`config.mk`:
```
export PLATFORM = sky130hd
export DESIGN_NAME = vdic_mult_seq
export DESIGN_NICKNAME = d
export VERILOG_FILES = /design/src/rtl/vdic_mult_seq.sv
export SDC_FILE = /design/constraint.sdc
export NUM_CORES = 1
export LEC_CHECK = 0
export BUFFER_PORTS_ARGS = -buffer_cell sky130_fd_sc_hd__buf_2
export CORE_AREA = 3 3 79 155
export DETAILED_ROUTE_END_ITERATION = 10
export DIE_AREA = 0 0 82 158
export GPL_TIMING_DRIVEN = 0
export PLACE_DENSITY = 0.77
export SLEW_MARGIN = 20
export SYNTH_ARGS = -nofsm -noshare
export SYNTH_HDL_FRONTEND = slang
export SYNTH_SLANG_ARGS = --single-unit
export TNS_END_PERCENT = 10
```
`constraint.sdc`:
```
create_clock -name clk -period 4.4 [get_ports clk]
set_input_delay 0.22 -clock clk [delete_from_list [all_inputs] [get_ports clk]]
set_output_delay 0.22 -clock clk [all_outputs]
set_load 0.03 [all_outputs]
```
`src/rtl/vdic_mult_seq.sv`:
```
// Sequential radix-2 shift-add multiplier with per-operand parity checking,
// runtime signed/unsigned mode and a req/ack/result_rdy handshake.
module vdic_mult_seq #(
  parameter int unsigned DATA_W     = 16,
  parameter bit          PARITY_ODD = 1'b0
) (
  input  logic                  clk,
  input  logic                  rst,
  input  logic [DATA_W-1:0]     arg_a,
  input  logic                  arg_a_parity,
  input  logic [DATA_W-1:0]     arg_b,
  input  logic                  arg_b_parity,
  input  logic                  signed_mode,
  input  logic                  req,
  output logic                  ack,
  output logic                  busy,
  output logic [2*DATA_W-1:0]   result,
  output logic                  result_parity,
  output logic                  result_rdy,
  output logic                  arg_parity_error
);

  localparam int unsigned CW = $clog2(DATA_W + 1);

  typedef enum logic [1:0] {S_IDLE, S_CALC, S_DONE} state_t;

  state_t              state_q, state_d;
  logic [CW-1:0]       cnt_q, cnt_d;
  logic [2*DATA_W-1:0] acc_q, acc_d;
  logic [DATA_W-1:0]   mcand_q, mcand_d;
  logic                neg_q, neg_d;
  logic                err_q, err_d;
  logic                ack_q, ack_d;
  logic                busy_q, busy_d;
  logic                rdy_q, rdy_d;
  logic [2*DATA_W-1:0] res_q, res_d;
  logic                rpar_q, rpar_d;
  logic                perr_q, perr_d;

  logic [DATA_W-1:0]   mag_a, mag_b;
  logic                ok_a, ok_b;
  logic [DATA_W:0]     sum;
  logic [2*DATA_W-1:0] prod;

  // Magnitudes are taken at acceptance so later operand changes cannot leak in.
  assign mag_a = (signed_mode && arg_a[DATA_W-1]) ? -arg_a : arg_a;
  assign mag_b = (signed_mode && arg_b[DATA_W-1]) ? -arg_b : arg_b;
  assign ok_a  = ((^{arg_a, arg_a_parity}) == PARITY_ODD);
  assign ok_b  = ((^{arg_b, arg_b_parity}) == PARITY_ODD);
  assign sum   = {1'b0, acc_q[2*DATA_W-1:DATA_W]} + {1'b0, mcand_q};
  assign prod  = neg_q ? -acc_q : acc_q;

  always_comb begin
    state_d = state_q;
    cnt_d   = cnt_q;
    acc_d   = acc_q;
    mcand_d = mcand_q;
    neg_d   = neg_q;
    err_d   = err_q;
    ack_d   = 1'b0;
    busy_d  = busy_q;
    rdy_d   = 1'b0;
    res_d   = res_q;
    rpar_d  = rpar_q;
    perr_d  = perr_q;
    case (state_q)
      S_IDLE: begin
        if (req) begin
          ack_d   = 1'b1;
          busy_d  = 1'b1;
          mcand_d = mag_a;
          acc_d   = {{DATA_W{1'b0}}, mag_b};
          neg_d   = signed_mode & (arg_a[DATA_W-1] ^ arg_b[DATA_W-1]);
          err_d   = !(ok_a && ok_b);
          cnt_d   = CW'(DATA_W);
          state_d = (ok_a && ok_b) ? S_CALC : S_DONE;
        end
      end
      S_CALC: begin
        // Multiplier sits in the low half and is consumed as the product shifts in.
        if (acc_q[0]) acc_d = {sum, acc_q[DATA_W-1:1]};
        else          acc_d = {1'b0, acc_q[2*DATA_W-1:1]};
        cnt_d = cnt_q - CW'(1);
        if (cnt_q == CW'(1)) state_d = S_DONE;
      end
      S_DONE: begin
        rdy_d   = 1'b1;
        busy_d  = 1'b0;
        state_d = S_IDLE;
        if (err_q) begin
          res_d  = '0;
          perr_d = 1'b1;
          rpar_d = PARITY_ODD;
        end else begin
          res_d  = prod;
          perr_d = 1'b0;
          rpar_d = (^prod) ^ PARITY_ODD;
        end
      end
      default: state_d = S_IDLE;
    endcase
  end

  always_ff @(posedge clk or posedge rst) begin
    if (rst) begin
      state_q <= S_IDLE;
      cnt_q   <= '0;
      acc_q   <= '0;
      mcand_q <= '0;
      neg_q   <= 1'b0;
      err_q   <= 1'b0;
      ack_q   <= 1'b0;
      busy_q  <= 1'b0;
      rdy_q   <= 1'b0;
      res_q   <= '0;
      rpar_q  <= PARITY_ODD;
      perr_q  <= 1'b0;
    end else begin
      state_q <= state_d;
      cnt_q   <= cnt_d;
      acc_q   <= acc_d;
      mcand_q <= mcand_d;
      neg_q   <= neg_d;
      err_q   <= err_d;
      ack_q   <= ack_d;
      busy_q  <= busy_d;
      rdy_q   <= rdy_d;
      res_q   <= res_d;
      rpar_q  <= rpar_d;
      perr_q  <= perr_d;
    end
  end

  assign ack              = ack_q;
  assign busy             = busy_q;
  assign result           = res_q;
  assign result_parity    = rpar_q;
  assign result_rdy       = rdy_q;
  assign arg_parity_error = perr_q;

endmodule

```
# Word-level counts from Yosys, hierarchy flattened
# Index checks and enable logic that the tools add are counted.
# Widths: inputs -> output; s select.
dict set report classes {
  reduce_logical 14
  n_bitwise 4
  n_mux 20
  n_addsub 5
  eq_ne 5
}
# cell count
set op_table {}
lappend op_table {{$mux 32} 4}
lappend op_table {{$pmux 32 s2} 1}
lappend op_table {{$reduce_xor 17->1} 2}
lappend op_table {{$mux 16} 2}
lappend op_table {{$neg 16->16} 2}
lappend op_table {{$neg 32->32} 1}
lappend op_table {{$reduce_xor 32->1} 1}
lappend op_table {{$add 16x16->17} 1}
lappend op_table {{$pmux 5 s2} 1}
lappend op_table {{$reduce_and 2->1} 4}
lappend op_table {{$mux 1} 6}
lappend op_table {{$mux 2} 3}
lappend op_table {{$eq 5x1->1 const B} 1}
lappend op_table {{$mux 5} 1}
lappend op_table {{$sub 5x1->5 const B} 1}
lappend op_table {{$ne 2x2->1 const B} 2}
lappend op_table {{$pmux 2 s2} 1}
lappend op_table {{$reduce_bool 2->1} 2}
lappend op_table {{$logic_and 1x1->1} 3}
lappend op_table {{$eq 2x1->1 const B} 1}
lappend op_table {{$eq 2x2->1 const B} 1}
lappend op_table {{$logic_not 2->1} 1}
lappend op_table {{$not 1->1} 2}
lappend op_table {{$pmux 1 s2} 1}
lappend op_table {{other kinds (3)} 3}
dict set report totals {
  in_bits 38
  register_bits 94
  output_inout_bits 37
  elab_cells 60
}

# Logic depth before layout (Yosys ltp)
dict set report depth {
  ltp_word 6
  depth_mapped 13
  mapped_depth_nobuf 12
}

# Least setup slack after synthesis
# OpenSTA, ideal clock, no wires.
dict set report synth_path {
  kind {reg-to-reg}
  start {register acc_q[0]}
  end {register rpar_q (netlist: result_parity)}
  path_stages_with_launch 14
  arrival_time_ps 3793
  n_path_buf 2
  path_slack_ps 486
  t_required_ps 4279
  setup_time_ps 121
  cell_sequence {dfrtp_1 -> clkbuf_1 -> inv_1 -> clkbuf_1 -> ha_1 -> or3b_2 -> o41ai_1 -> xor2_1 -> xnor2_1 -> xnor3_1 -> xnor3_1 -> xnor3_1 -> xnor3_1 -> a22o_1}
}
dict set report synth_between {
  elab_chain_cells 4
}
# element line
set synth_rtl {}
lappend synth_rtl {{start, declared} 29} ;# logic [2*DATA_W-1:0] acc_q, acc_d;
lappend synth_rtl {{start signal, assigned} 108} ;# acc_q <= '0;
lappend synth_rtl {{start signal, assigned} 121} ;# acc_q <= acc_d;
lappend synth_rtl {{$neg 32->32} 51} ;# assign prod = neg_q ? -acc_q : acc_q;
lappend synth_rtl {{$mux 32 (*)} 51}
lappend synth_rtl {{$reduce_xor 32->1 (*)} 97} ;# rpar_d = (^prod) ^ PARITY_ODD;
lappend synth_rtl {{$mux 1 (*)} 90} ;# if (err_q) begin
lappend synth_rtl {{end signal, assigned} 129} ;# rpar_q <= rpar_d;
lappend synth_rtl {{end, declared} 37} ;# logic rpar_q, rpar_d;
# Mark *: on every way between the ends. The rest lies on a longest branch, timed or not.
# A chain may end at the register's enable or synchronous reset.

# Final worst setup path
# Same ends and word-level chain as after synthesis.

==> results.md <==
* Die Ht at 158 µm
* Min setup slack post-route at 0.1212 ns
* Gr usage total at 26.33%
* Core ar. at 0.01108 mm²
* Count of cell types in the netlist at 60
* Sequential Area at 0.002352 mm²
* Final period util at 97.25%
* #FFs+latches synth at 94
* Setup TNS at 0 ns
* Io pins at 75
* CP Capture Type: flip-flop
* Clock transition at path regs at 0.06 ns
* DP Wirelength at 13210 µm
* Post-synth EDFFs at 0
* Tightest Pin Transition at 0.7428 ns
* Clock root buffer: clkbuf_16
* Clock sink count at 94
* Post-Layout Cell Count at 980
* Critical path class: reg2reg
* Power Density at 807.3 mW/mm²
* Syn. warnings at 0
* Grt ovf at 0
* Layout cells sized above 1 at 14.05%
* DR iter-0 viols at 304
* Antenna diodes at 0
* RSZ-0062 raised after global routing: false
* Synth-to-Final Area Change at 13.21%
* Synth Area in Adders at 6.934%
* Fmax at 233.7 MHz
* Largest net degree at the start of global routing at 60
* Worst hold path type: in2async
* Nets at 909
* Syn nets at 827
* Dpl cells at 965
* Top FF cell, synth: dfrtp_1
* Worst Skew at 0.006634 ns
* TritonCTS clock tree: done
* Count of final hold-check violations at 0
* Vias at 5733
* Max-slew violations at 0
* Die area at 0.01296 mm²
* First-pass GRT wire length at 26200 µm
* Die width at 82 µm
* Most frequent cells in the layout: o21ai_0 (101), dfrtp_1 (94), nand2_1 (82)
* Max H-tree Level at 3
* Fill count at 954
* Pre-CTS WS at -0.5695 ns
* Hold Buf Count CTS at 0
* Drt via density at 5.850
* Post-synthesis cell count at 753
* WL/cell at 16.82 µm
* Crit path launch type: flip-flop
* Relative slew slack at 49.83%
* Initial Utilization at 59.60%
* Async SR Flop Fraction at 100.0%
* PortBufs at 71
* Most common cell after layout, fill and taps aside: o21ai_0
* CP arrival at 4.51 ns
* Drt first pass iters at 5
* Core Rows at 54
* Leak pwr at 3.494 nW
* Max-cap violations at 0
* WL final at 16490 µm
* Placer congestion estimate at 0.8688
* Post-route minimum period at 4.279 ns
* Post-Synth Simple-Gate Area at 15.84%
* Xor/xnor share of the synthesized area at 15.71%
* Sequential element share of the synthesized area at 35.62%
* Area occupied by multi-input gates at 0.003872 mm²
* Clk buf depth at 2
* Post-DRT Antenna Nets at 0
* Number of global-route vias before repair at 5658
* Synth Area in Compound Gates at 17.68%
* Largest family of logic cells by synthesized area: compound AO/OA/AOI/OAI gates
* Critical Path RT at 4.63 ns
* CP Max Fanout at 11
* Synth Cell Area at 0.006604 mm²
* Final setup viols at 0
* Max IR drop VDD at 0.0007990 V
* # DRC at 0
* Antenna violations before repair at 0
* Post-synthesis mux area share at 2.293%
* Syn avg cell area at 8.770 µm²
* Status: finished clean
* CTS buffer count at 9
* Worst-Skew Late Latency at 0.34 ns
==> cell type report <==
type	instances	share of cell area (%)
plain buffers	46	2.628
well taps	140	2.343
clock buffers	13	3.481
multi-input cells	561	51.80
flip-flops and latches	94	31.46
repair buffers	73	5.121
inverters	50	2.594
clock inverters	3	0.5690
==> critical path, cell delays in order, from the launching register on <==
cell and delay [ns]:
dfrtp_1 0.60, clkinvlp_4 0.21, ha_1 0.26, or3b_2 0.55, o41ai_1 0.43, xor2_1 0.34
xnor2_2 0.22, xnor3_1 0.30, xnor3_1 0.37, xnor3_1 0.44, xnor3_1 0.24, a22o_1 0.20
==> stage by stage <==
stage	cell area [µm²]	util, %	hold WS (ns)	power (mW)
2_1_floorplan	6604	-	0.3935	4.320
3_3_place_gp	7134	64.39	0.4592	5.078
3_5_place_dp	7157	64.59	0.3866	5.182
4_1_cts	7476	67.47	0.02339	6.020
5_1_grt	7476	67.47	0.07353	6.426
6_report	7476	67.47	0.008793	6.035
==> path summary, 6_finish.rpt <==
check / slack (ns) / cells past startpoint / to / startpoint
min reg2reg: 0.47 / 2 / result[31] / result[31]
max: 0.12 / 11 / result_parity / acc_q[0]
min: 0.009 / 2 / result[26] / rst
max in group asynchronous: 3.75 / 3 / acc_q[1] / rst
max reg2reg: 0.12 / 11 / result_parity / acc_q[0]
min in group clk: 0.18 / 3 / mcand_q[3] / arg_a[3]
==> state kept, by name, indices dropped and copies added, names as in the netlist <==
| name | cells |
|---|---|
| result_parity | 1 |
| cnt_q | 5 |
| busy | 1 |
| result | 32 |
| state_q | 2 |
| neg_q | 1 |
| arg_parity_error | 1 |
| acc_q | 32 |
| ack | 1 |
| mcand_q | 16 |
| err_q | 1 |
| result_rdy | 1 |
==> per-layer routing <==
layer  GRT usage [%]  part of all wire [%]  vias to the layer above
met5               0                     0                        -
met4           15.45                   5.0                        0
met3           3.360                   4.8                       57
met2           48.01                    54                      191
met1           27.88                    36                     2708
li1                -                     -                     2777
==> cells by family (layout without fill, tap and decap cells) <==
family,after synthesis,in the layout
multiplexers,15,15
adder cells (fa/ha/maj),36,36
buffers and inverters,98,185
flip-flops,94,94
AO/OA/AOI/OAI,193,193
AND/OR/NAND/NOR,208,208
XOR/XNOR,109,109
==> synth_stat cells, drive strengths merged, types with 2 or more instances <==
cell type  instances  area, µm²
o21ai            101      505.5
dfrtp             94       2352
nand2             82      307.8
xnor2             75      656.9
inv               50      187.7
clkbuf            36      136.4
ha                35      437.9
nor2              33      123.9
a21oi             28      140.1
xor2              28      245.2
nor3              19      95.09
nand3             17      85.08
a22oi             14      105.1
mux2i             14      140.1
buf               12      67.56
nor2b              9      56.30
nor4               8      80.08
o31ai              8      73.82
nand4              7      58.81
a31oi              6      37.54
or4                6      52.55
xnor3              6      135.1
a21o               5      37.54
and3               5      31.28
a32oi              4      35.03
nand2b             4      25.02
o41ai              4      42.55
or2                4      25.02
or3                4      25.02
a22o               3      26.28
nand3b             3      22.52
o21a               3      22.52
a211oi             2      15.01
a21boi             2      15.01
a311oi             2      17.52
a31o               2      17.52
nor3b              2      15.01
o211ai             2      15.01
or3b               2      17.52
==> power by group <==
| part | switching [mW] | internal, mW |
|---|---|---|
| clock | 0.320 | 0.471 |
| sequential | 0.275 | 1.20 |
| combinational | 2.12 | 1.65 |
| total | 2.71 | 3.32 |
==> repair_timing <==
| item | CTS | global route |
|---|---|---|
| endpoints found under the setup margin | 1 | 0 |
| resized for setup | 3 | 0 |
| setup buffers | 1 | 0 |
Power figures use the tool's default switching activity.
